## src/rtl/uart_cmd_responder.sv

```systemverilog
`default_nettype none
// ============================================================================
// Module : uart_cmd_responder
// Decodes link command bytes, drives out_en, echoes or NAKs via uart_tx.
// Rev    : 1.0
// ============================================================================
module uart_cmd_responder #(
  parameter logic [7:0]  CMD_ON         = 8'hEE,
  parameter logic [7:0]  CMD_OFF        = 8'h55,
  parameter logic [7:0]  CMD_TOGGLE     = 8'hC3,
  parameter logic [7:0]  NAK            = 8'h00,
  parameter int unsigned TIMEOUT_CYCLES = 48000000
) (
  input  logic       clk,
  input  logic       reset_n,
  input  logic       rx_done,
  input  logic [7:0] data_received,
  input  logic       parity_error,
  input  logic       tx_busy,
  output logic       start_tx,
  output logic [7:0] data_to_tx,
  output logic       out_en,
  output logic       link_ok,
  output logic       cmd_err
);

  localparam logic [1:0] ST_IDLE      = 2'd0;
  localparam logic [1:0] ST_SEND      = 2'd1;
  localparam logic [1:0] ST_WAIT_BUSY = 2'd2;
  localparam logic [1:0] ST_WAIT_DONE = 2'd3;

  localparam logic [31:0] WD_LAST = 32'(TIMEOUT_CYCLES - 1);
  localparam logic [31:0] WD_ARM  = 32'(TIMEOUT_CYCLES - 2);

  logic [1:0]  state_q, state_d;
  logic [7:0]  cur_q, cur_d;
  logic [7:0]  pend_q, pend_d;
  logic        pend_vld_q, pend_vld_d;
  logic [7:0]  tx_data_q, tx_data_d;
  logic        out_en_q, out_en_d;
  logic        link_ok_q, link_ok_d;
  logic        cmd_err_q, cmd_err_d;
  logic [31:0] wd_cnt_q, wd_cnt_d;

  logic       w_is_cmd;
  logic       w_valid;
  logic       w_drop;
  logic       w_direct;
  logic       w_store;
  logic       w_load_slot;
  logic       w_expire;
  logic [7:0] w_reply;

  always_comb begin
    w_is_cmd    = !parity_error && ((data_received == CMD_ON) ||
                                    (data_received == CMD_OFF) ||
                                    (data_received == CMD_TOGGLE));
    w_valid     = rx_done && w_is_cmd;
    w_reply     = w_is_cmd ? data_received : NAK;
    w_drop      = rx_done && pend_vld_q;
    w_direct    = rx_done && !pend_vld_q && (state_q == ST_IDLE);
    w_store     = rx_done && !pend_vld_q && (state_q != ST_IDLE);
    w_load_slot = pend_vld_q && ((state_q == ST_IDLE) ||
                                 ((state_q == ST_WAIT_DONE) && !tx_busy));
    // Expiry is decided one cycle early so out_en drops exactly on timeout.
    w_expire    = (wd_cnt_q >= WD_ARM);
  end

  always_ff @(posedge clk) begin
    if (!reset_n) begin
      state_q <= ST_IDLE;
    end else begin
      state_q <= state_d;
    end
  end

  always_comb begin
    state_d = state_q;
    case (state_q)
      ST_IDLE:      if (pend_vld_q || rx_done) state_d = ST_SEND;
      ST_SEND:      if (!tx_busy) state_d = ST_WAIT_BUSY;
      ST_WAIT_BUSY: if (tx_busy) state_d = ST_WAIT_DONE;
      ST_WAIT_DONE: if (!tx_busy) state_d = pend_vld_q ? ST_SEND : ST_IDLE;
      default:      state_d = ST_IDLE;
    endcase
  end

  // data_to_tx shows the new byte in the start_tx cycle and holds it after.
  always_comb begin
    start_tx   = (state_q == ST_SEND) && !tx_busy;
    data_to_tx = start_tx ? cur_q : tx_data_q;
    out_en     = out_en_q;
    link_ok    = link_ok_q;
    cmd_err    = cmd_err_q;
  end

  always_comb begin
    cur_d      = cur_q;
    pend_d     = pend_q;
    pend_vld_d = pend_vld_q;
    tx_data_d  = start_tx ? cur_q : tx_data_q;
    out_en_d   = out_en_q;
    link_ok_d  = link_ok_q;
    cmd_err_d  = (rx_done && !w_is_cmd) || w_drop;

    if (w_load_slot) begin
      cur_d      = pend_q;
      pend_vld_d = 1'b0;
    end else if (w_direct) begin
      cur_d = w_reply;
    end
    if (w_store) begin
      pend_d     = w_reply;
      pend_vld_d = 1'b1;
    end

    if (w_expire) begin
      out_en_d  = 1'b0;
      link_ok_d = 1'b0;
    end
    // A valid command overrides a coincident expiry; toggle uses the old value.
    if (w_valid) begin
      link_ok_d = 1'b1;
      if (data_received == CMD_ON) begin
        out_en_d = 1'b1;
      end else if (data_received == CMD_OFF) begin
        out_en_d = 1'b0;
      end else begin
        out_en_d = !out_en_q;
      end
    end

    if (w_valid) begin
      wd_cnt_d = 32'd0;
    end else if (wd_cnt_q < WD_LAST) begin
      wd_cnt_d = wd_cnt_q + 32'd1;
    end else begin
      wd_cnt_d = wd_cnt_q;
    end
  end

  always_ff @(posedge clk) begin
    if (!reset_n) begin
      cur_q      <= 8'd0;
      pend_q     <= 8'd0;
      pend_vld_q <= 1'b0;
      tx_data_q  <= 8'd0;
      out_en_q   <= 1'b0;
      link_ok_q  <= 1'b0;
      cmd_err_q  <= 1'b0;
      wd_cnt_q   <= 32'd0;
    end else begin
      cur_q      <= cur_d;
      pend_q     <= pend_d;
      pend_vld_q <= pend_vld_d;
      tx_data_q  <= tx_data_d;
      out_en_q   <= out_en_d;
      link_ok_q  <= link_ok_d;
      cmd_err_q  <= cmd_err_d;
      wd_cnt_q   <= wd_cnt_d;
    end
  end

endmodule
`default_nettype wire

```

## config.mk

```make
export PLATFORM = sky130hd
export DESIGN_NAME = uart_cmd_responder
export DESIGN_NICKNAME = d
export VERILOG_FILES = /design/src/rtl/uart_cmd_responder.sv
export SDC_FILE = /design/constraint.sdc
export NUM_CORES = 1
export LEC_CHECK = 0
export ABC_AREA = 1
export BUFFER_PORTS_ARGS = -buffer_cell sky130_fd_sc_hd__buf_2
export CAP_MARGIN = 25
export CORE_ASPECT_RATIO = 0.5
export CORE_MARGIN = 2
export CORE_UTILIZATION = 47
export CTS_BUF_LIST = sky130_fd_sc_hd__clkbuf_2 sky130_fd_sc_hd__clkbuf_4 sky130_fd_sc_hd__clkbuf_8
export CTS_CLUSTER_SIZE = 40
export DETAILED_ROUTE_END_ITERATION = 6
export HOLD_SLACK_MARGIN = 0.1
export PLACE_DENSITY = 0.75
export SYNTH_ARGS = -nofsm -noshare
export SYNTH_HDL_FRONTEND = slang
export SYNTH_SLANG_ARGS = --single-unit
export TNS_END_PERCENT = 10
```

## constraint.sdc

```tcl
create_clock -name clk -period 1.6 [get_ports clk]
set_input_delay 0.32 -clock clk [delete_from_list [all_inputs] [get_ports clk]]
set_output_delay 0.32 -clock clk [all_outputs]
set_load 0.03 [all_outputs]
```

==> results of run 1 <==
## flip-flops by register name, indices dropped and copies added, names as in the netlist
name / cells
wd_cnt_q: 32
cur_q: 8
pend_q: 8
tx_data_q: 8
state_q: 2
cmd_err: 1
link_ok: 1
out_en: 1
pend_vld_q: 1
## worst max-delay path, delay by kind of cell (launching register included)
| family | cells | cell delay, ps |
|---|---|---|
| fa+ha+maj | 1 | 170 |
| buf+inv | 4 | 280 |
| simple gates | 2 | 350 |
| flops | 1 | 340 |
| compound gates | 1 | 80 |
## cell usage in the layout (no fill, tap or decap), types with 2 or more instances in the layout
master,n
nand2_4,2
ha_4,2
nand4_1,3
nand2_2,9
buf_4,46
dfxtp_2,5
o21ai_0,6
xnor2_1,5
nand3b_1,7
nor2_4,3
clkbuf_8,10
o21ai_1,8
nor2_1,69
o21ai_2,2
nor2_2,10
inv_1,44
clkinvlp_4,2
dfxtp_1,56
a21oi_2,10
xor2_1,8
buf_6,14
nand3_1,48
nand2_8,2
ha_1,3
nand2_1,137
or2_4,8
buf_2,15
a21oi_1,33
buf_12,4
inv_2,13
nand3_2,2
o21ai_4,7
## worst max-delay path by stage
| stage | start | end | slack, ps | cells past startpoint |
|---|---|---|---|---|
| 2_1_floorplan | state_q[1]$_SDFFE_PN0P_ | data_to_tx[0] | -20 | 7 |
| 3_3_place_gp | state_q[1]$_SDFFE_PN0P_ | data_to_tx[7] | 6 | 8 |
| 3_5_place_dp | state_q[1]$_SDFFE_PN0P_ | data_to_tx[0] | -60 | 8 |
| 4_1_cts | state_q[1]$_SDFFE_PN0P_ | data_to_tx[5] | -270 | 8 |
| 5_1_grt | state_q[1]$_SDFFE_PN0P_ | data_to_tx[6] | -350 | 8 |
| 6_report | state_q[1]$_SDFFE_PN0P_ | data_to_tx[6] | -300 | 8 |
## repair_timing
action                                 CTS  global route
endpoints found under the hold margin    0             0
resized for setup                       35            52
pin swaps                                1             2
gates cloned                             0             1
setup buffers                           12             2
setup endpoints to repair               26            52
## layout make-up
class                      count  share of cell area (%)
clock buffer                  11                    3.16
sequential                    62                    27.2
inverter                      59                    4.98
tap                           96                    2.61
multi-input combinational    393                    46.3
timing repair inverter         1                   0.136
clock inverter                 5                    1.28
timing repair buffer          79                    14.3
## metal layers
metal | GRT usage (%) | vias up | routed length (um)
met4 | 6.04 | 0 | 171
met3 | 8.01 | 18 | 519
met1 | 27.5 | 1635 | 4080
li1 | - | 1826 | -
met2 | 41.1 | 86 | 4370
met5 | 0 | - | 0
## through the flow
step / power (mW) / setup slack [ps] / std cells / hold WS, ps / util [%]
global route: 5.45 / -348 / 706 / 252 / 63.2
CTS: 4.94 / -272 / 707 / 233 / 61.3
detailed placement: 3.09 / -55.5 / 679 / 420 / 55.7
finish: 5.21 / -305 / 706 / 264 / 63.2
global placement: 3.05 / 6.11 / 679 / 418 / 55.7
floorplan: 2.65 / -24.5 / 527 / 408 / -
## logic make-up after synthesis
group | after synthesis
adders and majority gates | 6
AOI/OAI and AO/OA | 73
xor gates and xnor gates | 13
DFF | 62
buffers and inverters | 72
and+or+nand+nor | 301
## report_power, final
part,leakage [nW],switching [mW],internal (mW)
Sequential,0.505,0.106,1.72
Clock,0.0990,0.657,0.778
Combinational,1.35,1.04,0.905
==> run metrics, run 1 <==
fmax=525 MHz; WP data arrival=1580 ps; synthesized net count=546; clk sinks=62; CP Cell Sequence=inv_2 > ha_4 > nand2_8 > inv_8 > or2_4 > o21ai_4 > inv_2 > buf_6; Final ANT Viol Nets=0; dominant cell type by area after synthesis=dfxtp_1; most frequent CP cell=inv_2; Fill cells=639; Initial Util=48.1%; vias in the first global route=3398; Vias per Instance=5.05; Top FF cell, synth=dfxtp_1; Peak VDD IR=993 uV; hold path startpoint=data_received[2]; area of the multi-input gates=0.00213 mm^2; mux contribution to synthesized area=0%; final worst setup slack=-305 ps; share of cells above drive strength 1=28.7%; row count=22; adder-cell share of the synthesized area=2.15%; Post-CTS Hold Fix Bufs=0; failing checks=negative setup slack; All-Layer GR Usage=23.3%; Clock Latency Late Sink=360 ps; register area=0.00125 mm^2; hold endpoint=pend_q[2]$_SDFFE_PN0P_; clock slew at reported path FFs=70 ps; fin area=0.00459 mm^2; unrepaired setup endpoints after global routing=true; Simple-Gate Fraction of Synth Area=37.7%; HP Class=in2reg; Pins Over Slew Limit=0; CTS tree=yes; reg2reg setup slack=-20 ps; Fin. Hold Viols=0; Synth Area in XOR/XNOR=3.26%; die area=0.00819 mm^2; CTS H-tree lvls=3; slowest stage delay, CP=340 ps; I/O pin total=25; via count=3565; Seq/Total Area, Yosys=35.5%; CORE AREA=0.00727 mm^2; synthesized area=0.00350 mm^2; first-pass GRT wire length=15.3 mm; initial drt markers=167; CP endpoint kind=output pin; EDFF count, synth=0; detailed placement HPWL=6.33 mm; YS warnings=0; nets=624; hold path cells=3; status=finished, violations left; final period utilization=119%; initial antenna violation count=0; Commonest cells post-synth=nand2_1 (139), nor2_1 (77), dfxtp_1 (62); PortBufs=24; Period minus WS final=1900 ps; Worst EP required=1280 ps; total leakage power=1.95 nW; ys async rst share=0%; reg2reg start=state_q[1]$_SDFFE_PN0P_; final RePlAce weighted congestion=0.884; # setup viols final=10; DRC errors left=0; area post-placement=0.00405 mm^2; diode count=0; drt first pass iters=4; Area growth syn-to-layout=31.4%; Avg Cell Area, Syn=6.63 um^2; largest net degree at the start of global routing=25; GRT overflow=0; slowest cell on the critical path=dfxtp_2; post-synthesis cell type count=34; Root Buffer=clkbuf_8; area share of the largest cell type after synthesis=35.5%; largest family of logic cells by synthesized area=simple AND/OR/NAND/NOR gates; leading post-synthesis cells by cell area=dfxtp_1 (36%), nand2_1 (15%), nor2_1 (8.3%), nand3_1 (7.2%), inv_1 (6.0%); Slew headroom=79.5%; pwr dens=1130 mW/mm^2; CP Max Fanout=5; Least-Margin Pin Slew=307 ps; Critical R2R Capture=cur_q[5]$_SDFFE_PN0P_; Die H=65.0 um; Synth Area in Compound Gates=12.6%; clock tree buffer depth=2; most frequent cell after synthesis=nand2_1; WL/cell=13.0 um; CP Class=reg2out; Syn Inst Count=527; TNS Setup=-2280 ps; Worst Reg-to-Reg Cells=10; CP Launch Type=register; Die Span X=126 um; Setup Skew=9.96 ps; DRT Wirelength=9.15 mm; Max-Cap Viols=0; total CTS buffers=9; #FFs+latches synth=62
Power figures use the tool's default switching activity.
==> inputs of run 2 (changes only) <==
--- a/config.mk
+++ b/config.mk
@@ -6,7 +6,8 @@
 export NUM_CORES = 1
 export LEC_CHECK = 0
 export ABC_AREA = 1
-export BUFFER_PORTS_ARGS = -buffer_cell sky130_fd_sc_hd__buf_2
+export ABC_CLOCK_PERIOD_IN_PS = 1600
+export BUFFER_PORTS_ARGS = -buffer_cell sky130_fd_sc_hd__buf_4
 export CAP_MARGIN = 25
 export CORE_ASPECT_RATIO = 0.5
 export CORE_MARGIN = 2
==> run metrics, run 2 (synthesis results as in run 1) <==
status=finished, violations left; failing checks=negative setup slack; HP Class=in2reg; CP Launch Point=state_q[1]$_SDFFE_PN0P_; clock tree buffer depth=2 (unchanged); Max Used Layer=met4; Area growth syn-to-layout=28.1%; Least-Margin Pin Slew=324 ps (+16.8 ps); Clock Latency Late Sink=340 ps (-20 ps); hold path startpoint=rx_done; CP Cell Sequence=inv_2 > ha_4 > nand2_8 > inv_4 > or2_4 > o21ai_4 > inv_2 > buf_6; dpl cells=678 (-0.15%); detailed placement HPWL=6.23 mm (-1.5%); drt first pass iters=4 (unchanged); CTS tree=yes; clock slew at reported path FFs=70 ps (about the same); # setup viols final=9 (-1); initial drt markers=198 (+19%); Die H=65.0 um (unchanged); total leakage power=1.90 nW (-2.6%); final period utilization=116% (-3.1 points); Largest register FFs=32 (unchanged); Die Span X=126 um (unchanged); CP Max Fanout=4 (-1); GRT overflow=0 (unchanged); vias in the first global route=3296 (-3.0%); Peak VDD IR=876 uV (-12%); unrepaired setup endpoints after global routing=true; reg2reg start=state_q[1]$_SDFFE_PN0P_; fin util=61.6% (-1.6 points); Top delay family on crit path=flip-flops; most frequent CP cell=inv_2; CTS H-tree lvls=3 (unchanged); final worst setup slack=-256 ps (+49.3 ps); I/O pin total=25 (unchanged); Worst EP required=1280 ps (about the same); final RePlAce weighted congestion=0.980 (+11%); CP Launch Type=register; WL/cell=12.1 um (-6.9%); largest net degree at the start of global routing=19 (-24%); DRT Wirelength=8.42 mm (-8.0%); Fin. Hold Viols=0 (unchanged); TNS Setup=-1890 ps (+392 ps); total CTS buffers=9 (unchanged); Setup Skew=7.21 ps (-2.76 ps); Initial Util=48.1% (unchanged); row count=22 (unchanged); clk sinks=62 (unchanged); pwr dens=1070 mW/mm^2 (-5.6%); Pins Over Slew Limit=0 (unchanged); met2 WL post-DR=4.07 mm (-7.0%); die area=0.00819 mm^2 (unchanged); nets=619 (-0.80%); met3 routed WL=344 um (-34%); Root Buffer=clkbuf_8; first-pass GRT wire length=14.4 mm (-5.8%); PortBufs=24 (unchanged); All-Layer GR Usage=21.9% (-1.5 points); diode count=0 (unchanged); leading cell types in the layout, fill and taps excluded=nand2_1 (138), nor2_1 (75), buf_4 (61); final std cells w/o fill=698 (-1.1%); CP Class=reg2out; DRC errors left=0 (unchanged); via count=3517 (-1.3%); CORE AREA=0.00727 mm^2 (unchanged); CP endpoint kind=output pin; Metal-1 WL=3.88 mm (-5.0%); slowest cell on the critical path=dfxtp_2; commonest non-fill, non-tap cell in the layout=nand2_1; Period minus WS final=1860 ps (-49.3 ps); share of cells above drive strength 1=25.7% (-2.9 points); Vias per Instance=5.04 (-0.22%); WP data arrival=1540 ps (-40 ps); Fin Hold WS=251 ps (-13.2 ps); Buf/Inv on CP=4 (unchanged); dpl ws=-32.7 ps (+22.7 ps); Slew headroom=78.3% (-1.2 points); Final ANT Viol Nets=0 (unchanged); initial antenna violation count=0 (unchanged); Max-Cap Viols=0 (unchanged); fmax=539 MHz (+2.7%); most flop-heavy register=wd_cnt_q; slowest stage delay, CP=350 ps (about the same)
run 2: cell types whose count changed in the layout (fill, tap and decap cells not counted), sizes merged:
cell      previous run  this run
clkbuf              11         9
buf                 79        74
clkinvlp             2         1
run 2: path summary, 6_finish.rpt:
kind	endpoint	slack (ps)	depth (start not counted)
worst max-delay path	data_to_tx[3]	-260	8
worst min-delay path	cmd_err$_SDFF_PN0_	250	3
worst max register to register	cur_q[5]$_SDFFE_PN0P_	0	10
worst min register to register	wd_cnt_q[31]$_SDFFE_PP0N_	430	2
run 2: worst min-delay path, cell delays in order:
cell and delay, ps:
buf_4 110, o211ai_1 80, inv_1 50
run 2: layout make-up:
type / count / area [um^2]
Fill cell: 664 / 2790
Multi-Input combinational cell: 393 / 2070
Sequential cell: 62 / 1240
Timing Repair Buffer: 74 / 639
Inverter: 59 / 226
Clock buffer: 9 / 124
Tap cell: 96 / 120
Clock inverter: 4 / 51.3
Timing Repair inverter: 1 / 6.26
run 2: report_power, final:
group	internal, mW	leakage, nW	switching [mW]
Combinational	0.784	1.31	0.913
Sequential	1.72	0.503	0.0982
Clock	0.692	0.0870	0.590
run 2: metrics by stage:
step                      area [um^2]  power (mW)
after global routing             4480        5.06
after detailed placement         4110        3.11
after global placement           4110        3.10
after CTS                        4440        4.69
after floorplan                  3520        2.65
final                            4480        4.79
run 2: what timing repair did:
item | in CTS | in global routing
gates cloned | 1 | 0
gates resized for setup | 33 | 12
endpoints found under the setup margin | 9 | 54
hold buffers | 0 | 0
buffers inserted | 5 | 1
run 2: routing by layer:
layer  vias up  global-route usage (%)
met4         0                    7.14
met5         -                       0
met3        14                    5.53
met1      1627                    27.2
li1       1811                       -
met2        65                    37.6
